--- config.mk ---
export PLATFORM = sky130hd
export DESIGN_NAME = multi_operand_adder_seq
export DESIGN_NICKNAME = d
export VERILOG_FILES = /design/src/rtl/adder_pkg.sv /design/src/rtl/operand_regfile.sv /design/src/rtl/multi_operand_adder_seq.sv
export SDC_FILE = /design/constraint.sdc
export NUM_CORES = 1
export LEC_CHECK = 0
export CAP_MARGIN = 10
export CORE_MARGIN = 1.5
export CORE_UTILIZATION = 30
export CTS_CLUSTER_DIAMETER = 40
export DETAILED_ROUTE_END_ITERATION = 8
export SETUP_SLACK_MARGIN = 0.2
export SYNTH_ARGS = -nofsm -noshare
export SYNTH_HDL_FRONTEND = slang
export SYNTH_SLANG_ARGS = --single-unit
--- constraint.sdc ---
create_clock -name clk -period 9.04 [get_ports clk]
set_input_delay 1.808 -clock clk [delete_from_list [all_inputs] [get_ports clk]]
set_output_delay 1.808 -clock clk [all_outputs]
set_load 0.05 [all_outputs]
--- src/rtl/adder_pkg.sv ---
// Shared types and constants for the sequential multi-operand adder.
// State encoding, mode constants and the accumulator sizing helper live here.
package adder_pkg;

    typedef enum logic [1:0] {
        ST_IDLE = 2'd0,
        ST_LOAD = 2'd1,
        ST_ADD  = 2'd2,
        ST_DONE = 2'd3
    } state_t;

    localparam logic MODE_WRAP = 1'b0;
    localparam logic MODE_SAT  = 1'b1;

    // Wide enough that the sum of num_ops full-scale operands cannot wrap.
    function automatic int acc_width(input int width, input int num_ops);
        return width + $clog2(num_ops);
    endfunction

endpackage

--- src/rtl/operand_regfile.sv ---
// Operand storage: synchronous write, asynchronous read, no reset on contents.
module operand_regfile #(
    parameter int WIDTH = 8,
    parameter int DEPTH = 4,
    parameter int AW    = 2
) (
    input  logic             clk,
    input  logic             we,
    input  logic [AW-1:0]    waddr,
    input  logic [WIDTH-1:0] wdata,
    input  logic [AW-1:0]    raddr,
    output logic [WIDTH-1:0] rdata
);

    logic [WIDTH-1:0] mem [DEPTH];

    always_ff @(posedge clk) begin
        if (we) begin
            mem[waddr] <= wdata;
        end
    end

    assign rdata = mem[raddr];

endmodule

--- src/rtl/multi_operand_adder_seq.sv ---
// Collects NUM_OPS operands over a valid/ready stream, then sums them one per cycle
// through a single shared adder and presents the result with a one-cycle strobe.
module multi_operand_adder_seq
    import adder_pkg::*;
#(
    parameter int WIDTH   = 8,
    parameter int NUM_OPS = 4
) (
    input  logic             clk,
    input  logic             rst_n,
    input  logic             go,
    input  logic             mode,
    input  logic             abort,
    input  logic             op_valid,
    input  logic [WIDTH-1:0] op_data,
    output logic             op_ready,
    output logic             busy,
    output logic [WIDTH-1:0] result,
    output logic             overflow,
    output logic             result_valid
);

    localparam int ACC_W = acc_width(WIDTH, NUM_OPS);
    localparam int IDX_W = $clog2(NUM_OPS);
    localparam logic [IDX_W-1:0] IDX_LAST = IDX_W'(NUM_OPS - 1);

    state_t             state_reg;
    logic [IDX_W-1:0]   idx_reg;
    logic [ACC_W-1:0]   acc_reg;
    logic               mode_reg;
    logic               op_ready_reg;
    logic               busy_reg;
    logic [WIDTH-1:0]   result_reg;
    logic               overflow_reg;
    logic               result_valid_reg;

    logic               handshake;
    logic               idx_last;
    logic [WIDTH-1:0]   rd_data;
    logic [ACC_W-1:0]   sum_next;
    logic               sum_ovf;
    logic [WIDTH-1:0]   sat_value;

    // op_ready_reg is only ever high in LOAD, so it doubles as the write qualifier.
    assign handshake = op_valid & op_ready_reg;
    assign idx_last  = (idx_reg == IDX_LAST);

    operand_regfile #(
        .WIDTH (WIDTH),
        .DEPTH (NUM_OPS),
        .AW    (IDX_W)
    ) u_regfile (
        .clk   (clk),
        .we    (handshake),
        .waddr (idx_reg),
        .wdata (op_data),
        .raddr (idx_reg),
        .rdata (rd_data)
    );

    assign sum_next  = acc_reg + ACC_W'(rd_data);
    assign sum_ovf   = |sum_next[ACC_W-1:WIDTH];
    assign sat_value = sum_ovf ? {WIDTH{1'b1}} : sum_next[WIDTH-1:0];

    always_ff @(posedge clk or negedge rst_n) begin
        if (!rst_n) begin
            state_reg        <= ST_IDLE;
            idx_reg          <= '0;
            acc_reg          <= '0;
            mode_reg         <= MODE_WRAP;
            op_ready_reg     <= 1'b0;
            busy_reg         <= 1'b0;
            result_reg       <= '0;
            overflow_reg     <= 1'b0;
            result_valid_reg <= 1'b0;
        end else begin
            result_valid_reg <= 1'b0;
            case (state_reg)
                ST_IDLE: begin
                    if (go && !abort) begin
                        mode_reg     <= mode;
                        idx_reg      <= '0;
                        acc_reg      <= '0;
                        op_ready_reg <= 1'b1;
                        busy_reg     <= 1'b1;
                        state_reg    <= ST_LOAD;
                    end
                end
                ST_LOAD: begin
                    if (abort) begin
                        op_ready_reg <= 1'b0;
                        busy_reg     <= 1'b0;
                        state_reg    <= ST_IDLE;
                    end else if (handshake) begin
                        if (idx_last) begin
                            idx_reg      <= '0;
                            op_ready_reg <= 1'b0;
                            state_reg    <= ST_ADD;
                        end else begin
                            idx_reg <= idx_reg + IDX_W'(1);
                        end
                    end
                end
                ST_ADD: begin
                    if (abort) begin
                        busy_reg  <= 1'b0;
                        state_reg <= ST_IDLE;
                    end else begin
                        acc_reg <= sum_next;
                        if (idx_last) begin
                            // Final sum is registered straight into the outputs shown in DONE.
                            idx_reg          <= '0;
                            result_reg       <= (mode_reg == MODE_SAT) ? sat_value : sum_next[WIDTH-1:0];
                            overflow_reg     <= sum_ovf;
                            result_valid_reg <= 1'b1;
                            state_reg        <= ST_DONE;
                        end else begin
                            idx_reg <= idx_reg + IDX_W'(1);
                        end
                    end
                end
                ST_DONE: begin
                    busy_reg  <= 1'b0;
                    state_reg <= ST_IDLE;
                end
                default: begin
                    op_ready_reg <= 1'b0;
                    busy_reg     <= 1'b0;
                    state_reg    <= ST_IDLE;
                end
            endcase
        end
    end

    assign op_ready     = op_ready_reg;
    assign busy         = busy_reg;
    assign result       = result_reg;
    assign overflow     = overflow_reg;
    assign result_valid = result_valid_reg;

endmodule

Word level (Yosys, flattened, before mapping)
Memory sizes are Yosys's and may differ from the RTL's.
Cells that the tools add are included.
{ "word_totals": {"memories": 1, "rom_bits": 0, "elab_cells": 71, "ram_bits": 32, "in_bits": 14, "output_inout_bits": 12, "latch_bits": 0, "ff_bits": 27} }
{ "op_classes": {"shifts": 0, "add_sub_neg": 2, "bitwise_logic": 2, "n_lt_le_gt_ge": 0, "mux": 30, "n_reduce_logical": 15, "n_eq_ne": 12, "n_div": 0, "n_mul": 0} }
{ "memory_table": {"columns": ["name", "words", "word_bits", "rd", "rd_clocked_by_memory_dff", "wr", "line_no", "rtl"], "rows": [
  ["u_regfile.mem", 4, 8, 1, 0, 1, "operand_regfile.sv:15", "logic [WIDTH-1:0] mem [DEPTH];"]
]} }
{ "ops": {"columns": ["op", "count"], "rows": [
  ["2-bit 2-to-1 mux", 11],
  ["10-bit 2-to-1 mux", 2],
  ["10-bit one-hot mux with 2 select lines", 1],
  ["8-bit 2-to-1 mux", 2],
  ["10-bit by 8-bit adder with 10-bit output", 1],
  ["1-bit 2-to-1 mux", 10],
  ["3-bit != test, second input constant", 3],
  ["2-bit != test, second input constant", 4],
  ["2-bit one-hot mux with 4 select lines", 1],
  ["4-bit AND reduction", 2],
  ["2-bit equality test, second input constant", 3],
  ["2-bit one-hot mux with 3 select lines", 1],
  ["3-bit AND reduction", 2],
  ["5-bit AND reduction", 1],
  ["2-bit AND reduction", 2],
  ["2-bit nonzero test", 2],
  ["2-bit OR reduction", 2],
  ["1-bit one-hot mux with 3 select lines", 1],
  ["3-bit nonzero test", 1],
  ["2-bit by 1-bit adder with 2-bit output, second input constant", 1],
  ["2-bit by 1-bit equality test with 1-bit output, second input constant", 1],
  ["2-bit logical NOT", 1],
  ["2-bit by 1-bit != test with 1-bit output, second input constant", 1],
  ["1-bit one-hot mux with 2 select lines", 1],
  ["4 further kinds", 4]
]} }

Longest topological paths before layout
Gate-level depths: netlist of the first run.
{ "depth": {"depth_word": 5, "ltp_mapped": 9, "depth_no_buf": 8} }

By module
A second synthesis of the first run with hierarchy kept.
{ "hier_totals": {"hier_cells": 193, "hier_area_um2": 2763.9} }
{ "modules_own_cells": {"columns": ["mod", "seq_area_each_um2", "instances", "cells_each", "area_per_inst_um2"], "rows": [
  ["multi_operand_adder_seq", 675.6, 1, 147, 1575.3],
  ["operand_regfile", 960.9, 1, 46, 1188.6]
]} }

Worst setup path after synthesis of the first run
No wires, ideal clock.
{ "synth_timing": {"path_kind": "reg2reg", "from": "register idx_reg[0]", "to": "register result_reg[6], in the netlist result[6]", "setup_slack_ps": 5868, "synth_period_minus_slack_ps": 3172, "arrival_ps": 3026, "required_ps": 8894, "stages_incl_launch_ff": 10, "n_path_buf": 1, "setup_ps": 146, "cell_sequence": "dfrtp_1 clkbuf_1 mux4_2 ha_1 fa_1 a211oi_1 nor3b_1 mux2i_1 a211oi_4 o221ai_1"} }
{ "synth_between": {"elab_chain_len": 5, "elab_cells_between_ends": 7, "classes_between": "1 x add/sub; 1 x eq/ne; 2 x mux; 2 x reduce/logical; 1 x memory"} }
{ "synth_lines": {"columns": ["item", "line_no", "rtl"], "rows": [
  ["from (decl)", "multi_operand_adder_seq.sv:28", "logic [IDX_W-1:0] idx_reg;"],
  ["from (signal assigned)", "multi_operand_adder_seq.sv:100", "idx_reg <= idx_reg + IDX_W'(1);"],
  ["from (signal assigned)", "multi_operand_adder_seq.sv:118", "idx_reg <= idx_reg + IDX_W'(1);"],
  ["memory 4 x 8 bit", null, null],
  ["10-bit by 8-bit adder with 10-bit output", "multi_operand_adder_seq.sv:61", "assign sum_next = acc_reg + ACC_W'(rd_data);"],
  ["2-bit OR reduction", "multi_operand_adder_seq.sv:62", "assign sum_ovf = |sum_next[ACC_W-1:WIDTH];"],
  ["8-bit 2-to-1 mux", "multi_operand_adder_seq.sv:63", "assign sat_value = sum_ovf ? {WIDTH{1'b1}} : sum_next[WIDTH-1:0];"],
  ["8-bit 2-to-1 mux", "multi_operand_adder_seq.sv:113", "result_reg <= (mode_reg == MODE_SAT) ? sat_value : sum_next[WIDTH-1:0];"],
  ["to (signal assigned)", "multi_operand_adder_seq.sv:113", null],
  ["to (decl)", "multi_operand_adder_seq.sv:33", "logic [WIDTH-1:0] result_reg;"]
]} }
Parallel ways exist; a longest one is shown, timed or not.
A chain may end at the register's enable or synchronous reset.

Final worst setup path of the first run
{ "layout_timing": {"from": "register op_ready_reg, in the netlist op_ready", "to": "output op_ready"} }
{ "layout_lines": {"columns": ["item", "line_no", "rtl"], "rows": [
  ["from (decl)", "multi_operand_adder_seq.sv:31", "logic op_ready_reg;"],
  ["from (signal assigned)", "multi_operand_adder_seq.sv:71", "op_ready_reg <= 1'b0;"],
  ["from (signal assigned)", "multi_operand_adder_seq.sv:84", "op_ready_reg <= 1'b1;"],
  ["from (signal assigned)", "multi_operand_adder_seq.sv:91", "op_ready_reg <= 1'b0;"],
  ["to (decl)", "multi_operand_adder_seq.sv:16", "output logic op_ready,"]
]} }
No word-level cell between the ends.

==> results by group, run 1 <==
Status
  – Status: finished, final reports clean

Setup path
  – Kind of cell adding the most delay to the critical path: buffers and inverters
  – Worst Setup End Kind: output pin
  – Crit path cell chain: clkdlybuf4s50_1
  – CP peak stage delay: 0.85 ns
  – WP depth: 1
  – CP Data Required Time: 7.23 ns
  – Crit path launch: op_ready
  – CP startpoint kind: flop
  – Path depth of the worst reg2reg path: 8
  – Critical path class: flop to output pin
  – Critical path buffers and inverters: 1
  – Reg2reg start: idx_reg[0]
  – Critical Path AT: 1.66 ns
  – Crit path max fanout: 8
  – Slowest-stage cell, CP: clkdlybuf4s50_1

Power
  – Overall power: 1.07 mW
  – Sw frac: 39.3%
  – Static Leak: 1.29 nW
  – Power per cell area: 316 mW/mm²
  – Clk pwr share: 21.9%
  – Max VDD drop: 0.0919 mV
  – Pint: 0.648 mW
  – Logic pwr share: 41.7%
  – Net Sw Power: 0.420 mW
  – Seq pwr share: 36.4%

Cells and area
  – Most common cell after layout, fill and taps aside: edfxtp_1
  – NumNets Final: 273
  – Ant. Diodes: 0
  – Layout Utilization: 36.9%
  – Layout cell share with drive strength beyond 1: 12.1%
  – Register area: 0.00164 mm²
  – Max reg flops: 32
  – Finished Layout Cells: 359
  – Area grow syn2layout: 20.3%
  – Finished Cell Area: 0.00338 mm²
  – # fillers: 888
  – Highest-count cells in the layout ignoring fill and taps: edfxtp_1, dfrtp_1, clkdlybuf4s50_1, nand2_1
  – Area taken by multi-input logic gates: 0.00112 mm²

Clock network
  – Setup Buffers After CTS: 0
  – # hold bufs at CTS: 0
  – Post_cts resized: 0
  – Max Buffers Root-to-Sink: 2
  – CTS tree: done
  – TritonCTS buffer count: 9
  – Clk_lat worst skew: 0.34 ns
  – CTS Root Cell: clkbuf_8
  – H-tree lvl count: 3
  – Sink Count: 59
  – Clk slew on worst S/H paths: 0.07 ns

Flow run
  – Max Cap Viol: 0

Floorplanning
  – Die area: 0.00995 mm²
  – Placeable core area: 0.00915 mm²
  – I/O pin cnt: 26
  – Die Ht: 99.8 µm
  – Starting density of the core: 30.7%
  – Cell Rows: 35
  – Die X: 99.8 µm

Drt
  – Routed wire per std cell: 15.4 µm
  – Number of detailed-route iterations in the first pass: 6
  – 1st-iter DRT viols: 49
  – Post-Route WL: 5530 µm
  – Vias: 1814
  – Avg Vias per Cell: 5.05
  – Residual DRC: 0
  – Remaining antenna violation count: 0

Timing
  – Worst slew pin tran: 0.841 ns
  – RSZ-0062 raised after global routing: false
  – Fin crit period: 3.47 ns
  – Setup Skew: 0.00865 ns
  – Worst setup margin: 5.57 ns
  – Final Slew Violations: 0
  – Hold Vio Cnt, Final: 0
  – WHS: 0.486 ns
  – TNS Setup: 0 ns
  – Period utilization: 38.4%
  – Setup Viol. Count Final: 0
  – Max-slew headroom: 42.5%
  – Max Freq: 288 MHz

Placement
  – Placed instance count: 343
  – Port buffer count: 25
  – Placer Congestion: 0.780
  – Placed Area: 0.00319 mm²
  – Setup slack at placement: 5.28 ns
  – Dpl hpwl: 3940 µm

Synth
  – Yosys warns: 0
  – Complex-gate fraction of the synthesized area: 12.5%
  – Post-Synth Simple-Gate Area: 8.95%
  – Netlist Area Pre-Place: 0.00281 mm²
  – Asr flop ratio synth: 45.8%
  – Mapped Avg Cell Area: 13.3 µm²
  – Combinational family with the most area after synthesis: compound AO/OA/AOI/OAI gates
  – Synth unique cells: 43
  – Seq cells post-synth: 59
  – Mux cell area share after synthesis: 9.31%
  – Net count after synthesis: 241
  – Gate Count Post-Synth: 211
  – Sequential-to-total area share from yosys stat: 58.3%
  – Number of synthesized flops with an enable pin: 32
  – Post-synthesis xor/xnor area fraction: 1.87%
  – Post-Synth Adder-Cell Area: 7.39%
  – Ys flop type: edfxtp_1

GRT
  – Vias in the first global route: 1866
  – Initial antenna violation count: 0
  – Remaining global-route overflow: 0
  – Pin count of the biggest net entering global routing: 28
  – GRT Util Overall: 12.6%
  – First-pass GRT wire length: 9380 µm

Min path
  – Hold WC Path Type: flop to flop
  – Hold_sp: overflow
  – Worst hold path depth: 2
## final cells by class
cell class / count / area share, %
repair buffers: 26 / 7.63
clock buffers: 10 / 3.78
clock inverters: 6 / 1.93
inverters: 8 / 0.889
flip-flops and latches: 59 / 48.4
well taps: 111 / 4.11
multi-input cells: 139 / 33.2
## power groups by stage
stage               combinational [mW]  clock, mW  sequential (mW)
floorplan                        0.288          0            0.425
global placement                 0.438          0            0.394
detailed placement               0.446          0            0.395
CTS                              0.447      0.242            0.391
global route                     0.492      0.254            0.399
finish                           0.445      0.234            0.389
## final timing paths
path	to	slack, ns
worst max register to register	result[7]	5.60
worst min-delay path	overflow	0.49
worst min register to register	overflow	0.49
min in group asynchronous	result[4]	1.85
worst max-delay path	op_ready	5.57
max in group asynchronous	op_ready	6.92
## cells in the mapped netlist (all sizes together) (2+ instances only)
library cell,instances,share of area [%]
ha,15,6.7
nand2,18,2.4
mux4,8,6.4
mux2i,7,2.5
o21ai,16,2.9
a21oi,9,1.6
xnor2,3,0.94
nor3b,2,0.53
nand3,2,0.36
nand4,2,0.45
inv,8,1.1
o31ai,2,0.53
xor2,3,0.94
nand2b,4,0.89
edfxtp,32,34
o41ai,2,0.62
nor2b,2,0.45
clkbuf,5,0.67
o211ai,2,0.53
a21o,2,0.58
and3,4,0.89
o221ai,3,0.94
a211oi,5,2.1
a22o,3,0.94
dfrtp,27,24
nor3,4,0.71
nor2,10,1.3
## cell families (layout without fill, tap and decap cells)
logic type      Yosys count  after routing
simple gates             51             51
buf+inv                  13             50
fa+ha+maj                16             16
flops                    59             59
mux                      16             16
xor+xnor                  6              6
compound gates           50             50
## metal layers
layer	up-vias	wire length, µm	GRT usage, %
li1	867	-	-
met4	0	94	5.20
met3	9	201	4.29
met5	-	0	0
met2	33	2630	20.3
met1	905	2610	15.6
No activity file was read; power rests on OpenSTA's default activity.
==> run 2, diff against run 1 <==
- clock period: 9.04 -> 3.45 ns (I/O delays scaled with it)
==> run 2 against run 1 <==
  * Die area unchanged
  * Via count down 1.4%
  * Largest power group unchanged
  * Sequential share of layout area down 0.39 points
  * Final cell count up 0.84%
==> results by group, run 2 (synthesis results as in run 1) <==
Power
  – Overall power: 2.81 mW (+160%)
  – Power per cell area: 824 mW/mm² (+160%)
  – Max VDD drop: 0.228 mV (+150%)
  – Static Leak: 1.30 nW (+1.2%)

Floorplanning
  – Die X: 99.8 µm (unchanged)
  – Placeable core area: 0.00915 mm² (unchanged)
  – I/O pin cnt: 26 (unchanged)
  – Cell Rows: 35 (unchanged)
  – Starting density of the core: 30.7% (unchanged)
  – Die Ht: 99.8 µm (unchanged)
  – Die area: 0.00995 mm² (unchanged)

Drt
  – Routed wire per std cell: 15.2 µm (-1.6%)
  – Post-Route WL: 5490 µm (-0.78%)
  – Residual DRC: 0 (unchanged)
  – Number of detailed-route iterations in the first pass: 4 (-2)
  – Vias: 1789 (-1.4%)
  – 1st-iter DRT viols: 87 (+78%)
  – Avg Vias per Cell: 4.94 (-2.2%)
  – Remaining antenna violation count: 0 (unchanged)

Setup path
  – Critical path class: flop to flop
  – CP Data Required Time: 3.65 ns (-3.58 ns)
  – Crit path max fanout: 10 (+2)
  – CP startpoint kind: flop
  – Critical Path AT: 3.23 ns (+1.57 ns)
  – R2r setup slk: 0.42 ns (-5.18 ns)
  – Crit path launch: idx_reg[0]
  – Worst Setup End Kind: flop
  – Reg2reg start: idx_reg[0]

Cells and area
  – Max reg flops: 32 (unchanged)
  – Ant. Diodes: 0 (unchanged)
  – Area grow syn2layout: 21.4%
  – Most common cell after layout, fill and taps aside: edfxtp_1
  – Highest-count cells in the layout ignoring fill and taps: edfxtp_1, dfrtp_1, clkdlybuf4s50_1, nand2_1
  – NumNets Final: 276 (+1.1%)
  – Layout cell share with drive strength beyond 1: 13.5% (+1.4 points)
  – Finished Layout Cells: 362 (+0.84%)

Timing
  – Worst setup margin: 0.421 ns (-5.15 ns)
  – Fin crit period: 3.03 ns
  – TNS Setup: 0 ns (unchanged)
  – WHS: 0.481 ns (-0.00554 ns)
  – Worst slew pin tran: 0.924 ns (+0.0825 ns)
  – Max Freq: 330 MHz
  – RSZ-0062 raised after global routing: false
  – Setup Skew: 0.00937 ns (+0.000727 ns)
  – Period utilization: 87.8%
  – Final Slew Violations: 0 (unchanged)
  – Hold Vio Cnt, Final: 0 (unchanged)
  – Setup Viol. Count Final: 0 (unchanged)
  – Max-slew headroom: 36.8% (-5.6 points)

Placement
  – Port buffer count: 25 (unchanged)
  – Setup slack at placement: 0.158 ns (-5.12 ns)
  – Placed instance count: 345 (+0.58%)
  – Dpl hpwl: 3930 µm (-0.30%)
  – Placer Congestion: 0.847 (+8.6%)

Flow run
  – Max Cap Viol: 0 (unchanged)

Min path
  – Hold WC Path Type: flop to flop
  – Hold_sp: overflow

Clock network
  – Clk slew on worst S/H paths: 0.06 ns (about the same)
  – Sink Count: 59 (unchanged)
  – Max Buffers Root-to-Sink: 2 (unchanged)
  – Clk_lat worst skew: 0.34 ns (about the same)
  – # hold bufs at CTS: 0 (unchanged)
  – CTS tree: done
  – H-tree lvl count: 3 (unchanged)
  – CTS Root Cell: clkbuf_8
  – TritonCTS buffer count: 9 (unchanged)
  – Setup Buffers After CTS: 0 (unchanged)

GRT
  – First-pass GRT wire length: 9000 µm (-4.0%)
  – GRT Util Overall: 12.1% (-0.53 points)
  – Remaining global-route overflow: 0 (unchanged)
  – Initial antenna violation count: 0 (unchanged)
  – Vias in the first global route: 1760 (-5.7%)
  – Pin count of the biggest net entering global routing: 28 (unchanged)

Status
  – Status: finished, final reports clean
## run 2: cell count changes in the layout (fill, tap and decap cells not counted)
cell,delta
clkinvlp_4,-1
dfrtp_2,+1
dfrtp_1,-1
clkinv_4,+2
inv_6,-1
a211oi_2,+1
buf_4,+2
## run 2: per-layer routing
layer / wire [µm] / share of wire (%) / GRT usage [%] / up-vias
met5: 0 / 0 / 0 / -
met4: 80 / 1.5 / 4.55 / 0
met3: 264 / 4.8 / 4.36 / 7
met2: 2640 / 48 / 18.4 / 41
met1: 2510 / 46 / 15.9 / 863
li1: - / - / - / 878
## run 2: report_power, final
part | switching, mW | internal (mW)
Combinational | 0.705 | 0.480
Sequential | 0.115 | 0.901
Clock | 0.278 | 0.333
## run 2: metrics by stage
step	util [%]	area [µm²]
floorplan	-	2810
global placement	35.0	3200
detailed placement	35.0	3200
CTS	37.1	3400
global route	37.3	3410
finish	37.3	3410
## run 2: critical path: stages (launching register included)
cell,delay (ns)
dfrtp_2,0.54
mux4_2,0.56
ha_1,0.38
a211oi_2,0.22
nor3b_1,0.10
or4_4,0.56
a211oi_4,0.35
o221ai_1,0.18
## run 2: path summary, 6_finish.rpt
path                              end  depth (start not counted)
min                          overflow                          2
min in group asynchronous  acc_reg[7]                          2
min reg2reg                  overflow                          2
max in group asynchronous  idx_reg[0]                          2
max reg2reg                 result[7]                          7
max                         result[7]                          7
## run 2: repair_timing
item                                   4_1_cts  5_1_grt
setup endpoints to repair                    7        9
endpoints found under the hold margin        0        0
gates cloned                                 0        1
pin swaps                                    0        1
gates resized for setup                      1        0
## run 2: area by class of cell
cell class,instances,area (µm²)
timing repair buffer,28,273
inverter,8,30.0
tap,111,139
sequential,59,1640
clock inverter,6,66.3
fill,881,5740
clock buffer,10,128
multi-input combinational,140,1140
==> RTL edit, RTL diff (flow settings as in run 2) <==
Encoding of `state_t`: now one-hot (4 bits for 4 states).
--- a/src/rtl/adder_pkg.sv
+++ b/src/rtl/adder_pkg.sv
@@ -2,11 +2,11 @@
 // State encoding, mode constants and the accumulator sizing helper live here.
 package adder_pkg;
 
-    typedef enum logic [1:0] {
-        ST_IDLE = 2'd0,
-        ST_LOAD = 2'd1,
-        ST_ADD  = 2'd2,
-        ST_DONE = 2'd3
+    typedef enum logic [3:0] {
+        ST_IDLE = 4'b0001,
+        ST_LOAD = 4'b0010,
+        ST_ADD  = 4'b0100,
+        ST_DONE = 4'b1000
     } state_t;
 
     localparam logic MODE_WRAP = 1'b0;
Formal check against the unedited RTL: no difference found for any inputs over 10 cycles, from zero or initial values and one cycle with rst_n low; not proved beyond that.
==> RTL edit against run 2 <==
Power is 25% lower; wire length is 13% higher; worst setup slack worse by 0.036 ns; area after synthesis is 7.4% higher; sequential share of layout area is 1.3 points lower; final area is 6.1% higher; sequential power is 12% lower; sequential cell count is 2 higher.
==> RTL edit: results (changes against run 2) <==
----------------------------------------------------
[Finish]
  Multi-input gates ... 155 (was 140)
  Multi-input gate area in the final layout ... 0.00127 mm² (was 0.00114 mm²)
  ClkCell Share ... 4.95% (was 5.69%)
  Non-clock inverters ... 7 (was 8)
  Final nets ... 291 (was 276)
  Filler instances ... 965 (was 881)

[GRT]
  Global-route track usage on met2 ... 19.6% (was 18.4%)
  Wire length of the first global-routing pass ... 10,400 µm (was 9000 µm)
  Vias in the first global route ... 2,046 (was 1,760)
  Met3 global-route usage ... 2.28% (was 4.36%)
  Total Routing Usage GR ... 13.1% (was 12.1%)

[Placed design]
  Placer Congestion ... 0.845 (was 0.847)

[Clock network]
  TritonCTS Sinks ... 61 (was 59)

[Drt]
  Count of routing violations after the opening detailed-route iteration ... 179 (was 87)
  Routed met1 length ... 3010 µm (was 2510 µm)
  Met2 layer wire length in the routed design ... 2860 µm (was 2640 µm)
  Ratio of routed vias to standard cells ... 5.00 (was 4.94)

[Outcome]
  Status ... complete, no violations (unchanged)

[Synthesis]
  Post-synthesis compound-gate area fraction ... 16.5% (was 12.5%)
  Post-synthesis sequential area ratio ... 55.9% (was 58.3%)
  Async set-reset flop share out of synthesis ... 47.5% (was 45.8%)
  Number of nets in the synthesized netlist ... 257 (was 241)
  Post-synth cell types ... 56 (was 43)

[Setup path]
  Max Fanout on Critical Path ... 8 (was 10)

[STA]
  Measured slew at the worst slew-check pin ... 0.542 ns (was 0.924 ns)

----------------------------------------------------
RTL edit: worst paths after layout:
check	startpoint	endpoint	slack (ns)	cells past startpoint
max reg2reg	idx_reg[0]	result[0]	0.39	8
min reg2reg	acc_reg[6]	acc_reg[6]	0.49	2
min	acc_reg[6]	acc_reg[6]	0.49	2
min in group asynchronous	rst_n	result[4]	0.77	2
max	idx_reg[0]	result[0]	0.39	8
max in group asynchronous	rst_n	state_reg[0]	2.36	2
RTL edit: critical path: stages, from the launching register on:
cell and delay [ns]:
sky130_fd_sc_hd__dfrtp_2 0.45, sky130_fd_sc_hd__mux4_2 0.52, sky130_fd_sc_hd__ha_1 0.24, sky130_fd_sc_hd__fa_1 0.44, sky130_fd_sc_hd__a211o_1 0.33, sky130_fd_sc_hd__a21o_4 0.23, sky130_fd_sc_hd__a21o_1 0.20, sky130_fd_sc_hd__o311ai_4 0.40
sky130_fd_sc_hd__o21ai_1 0.13
RTL edit: per-stage QoR:
stage | area [µm²] | cells | hold WS (ns) | utilization (%) | total power [µW]
2_1_floorplan | 3020 | 230 | 0.394 | - | 1370
3_3_place_gp | 3440 | 386 | 0.478 | 35.2 | 1530
3_5_place_dp | 3440 | 386 | 0.482 | 35.2 | 1540
4_1_cts | 3610 | 401 | 0.497 | 37.0 | 2130
5_1_grt | 3620 | 401 | 0.519 | 37.0 | 2220
6_report | 3620 | 401 | 0.492 | 37.0 | 2110
RTL edit: power by group:
part           leakage (µW)  internal (µW)  switching (µW)
Combinational      0.000670            269             355
Clock             0.0000899            321             261
Sequential         0.000684            847            53.6
Total               0.00144           1440             670
RTL edit: timing repair:
item / in CTS / in global routing
resized for setup: 0 / 2
endpoints found under the hold margin: 0 / 0
setup endpoints to repair: 0 / 9
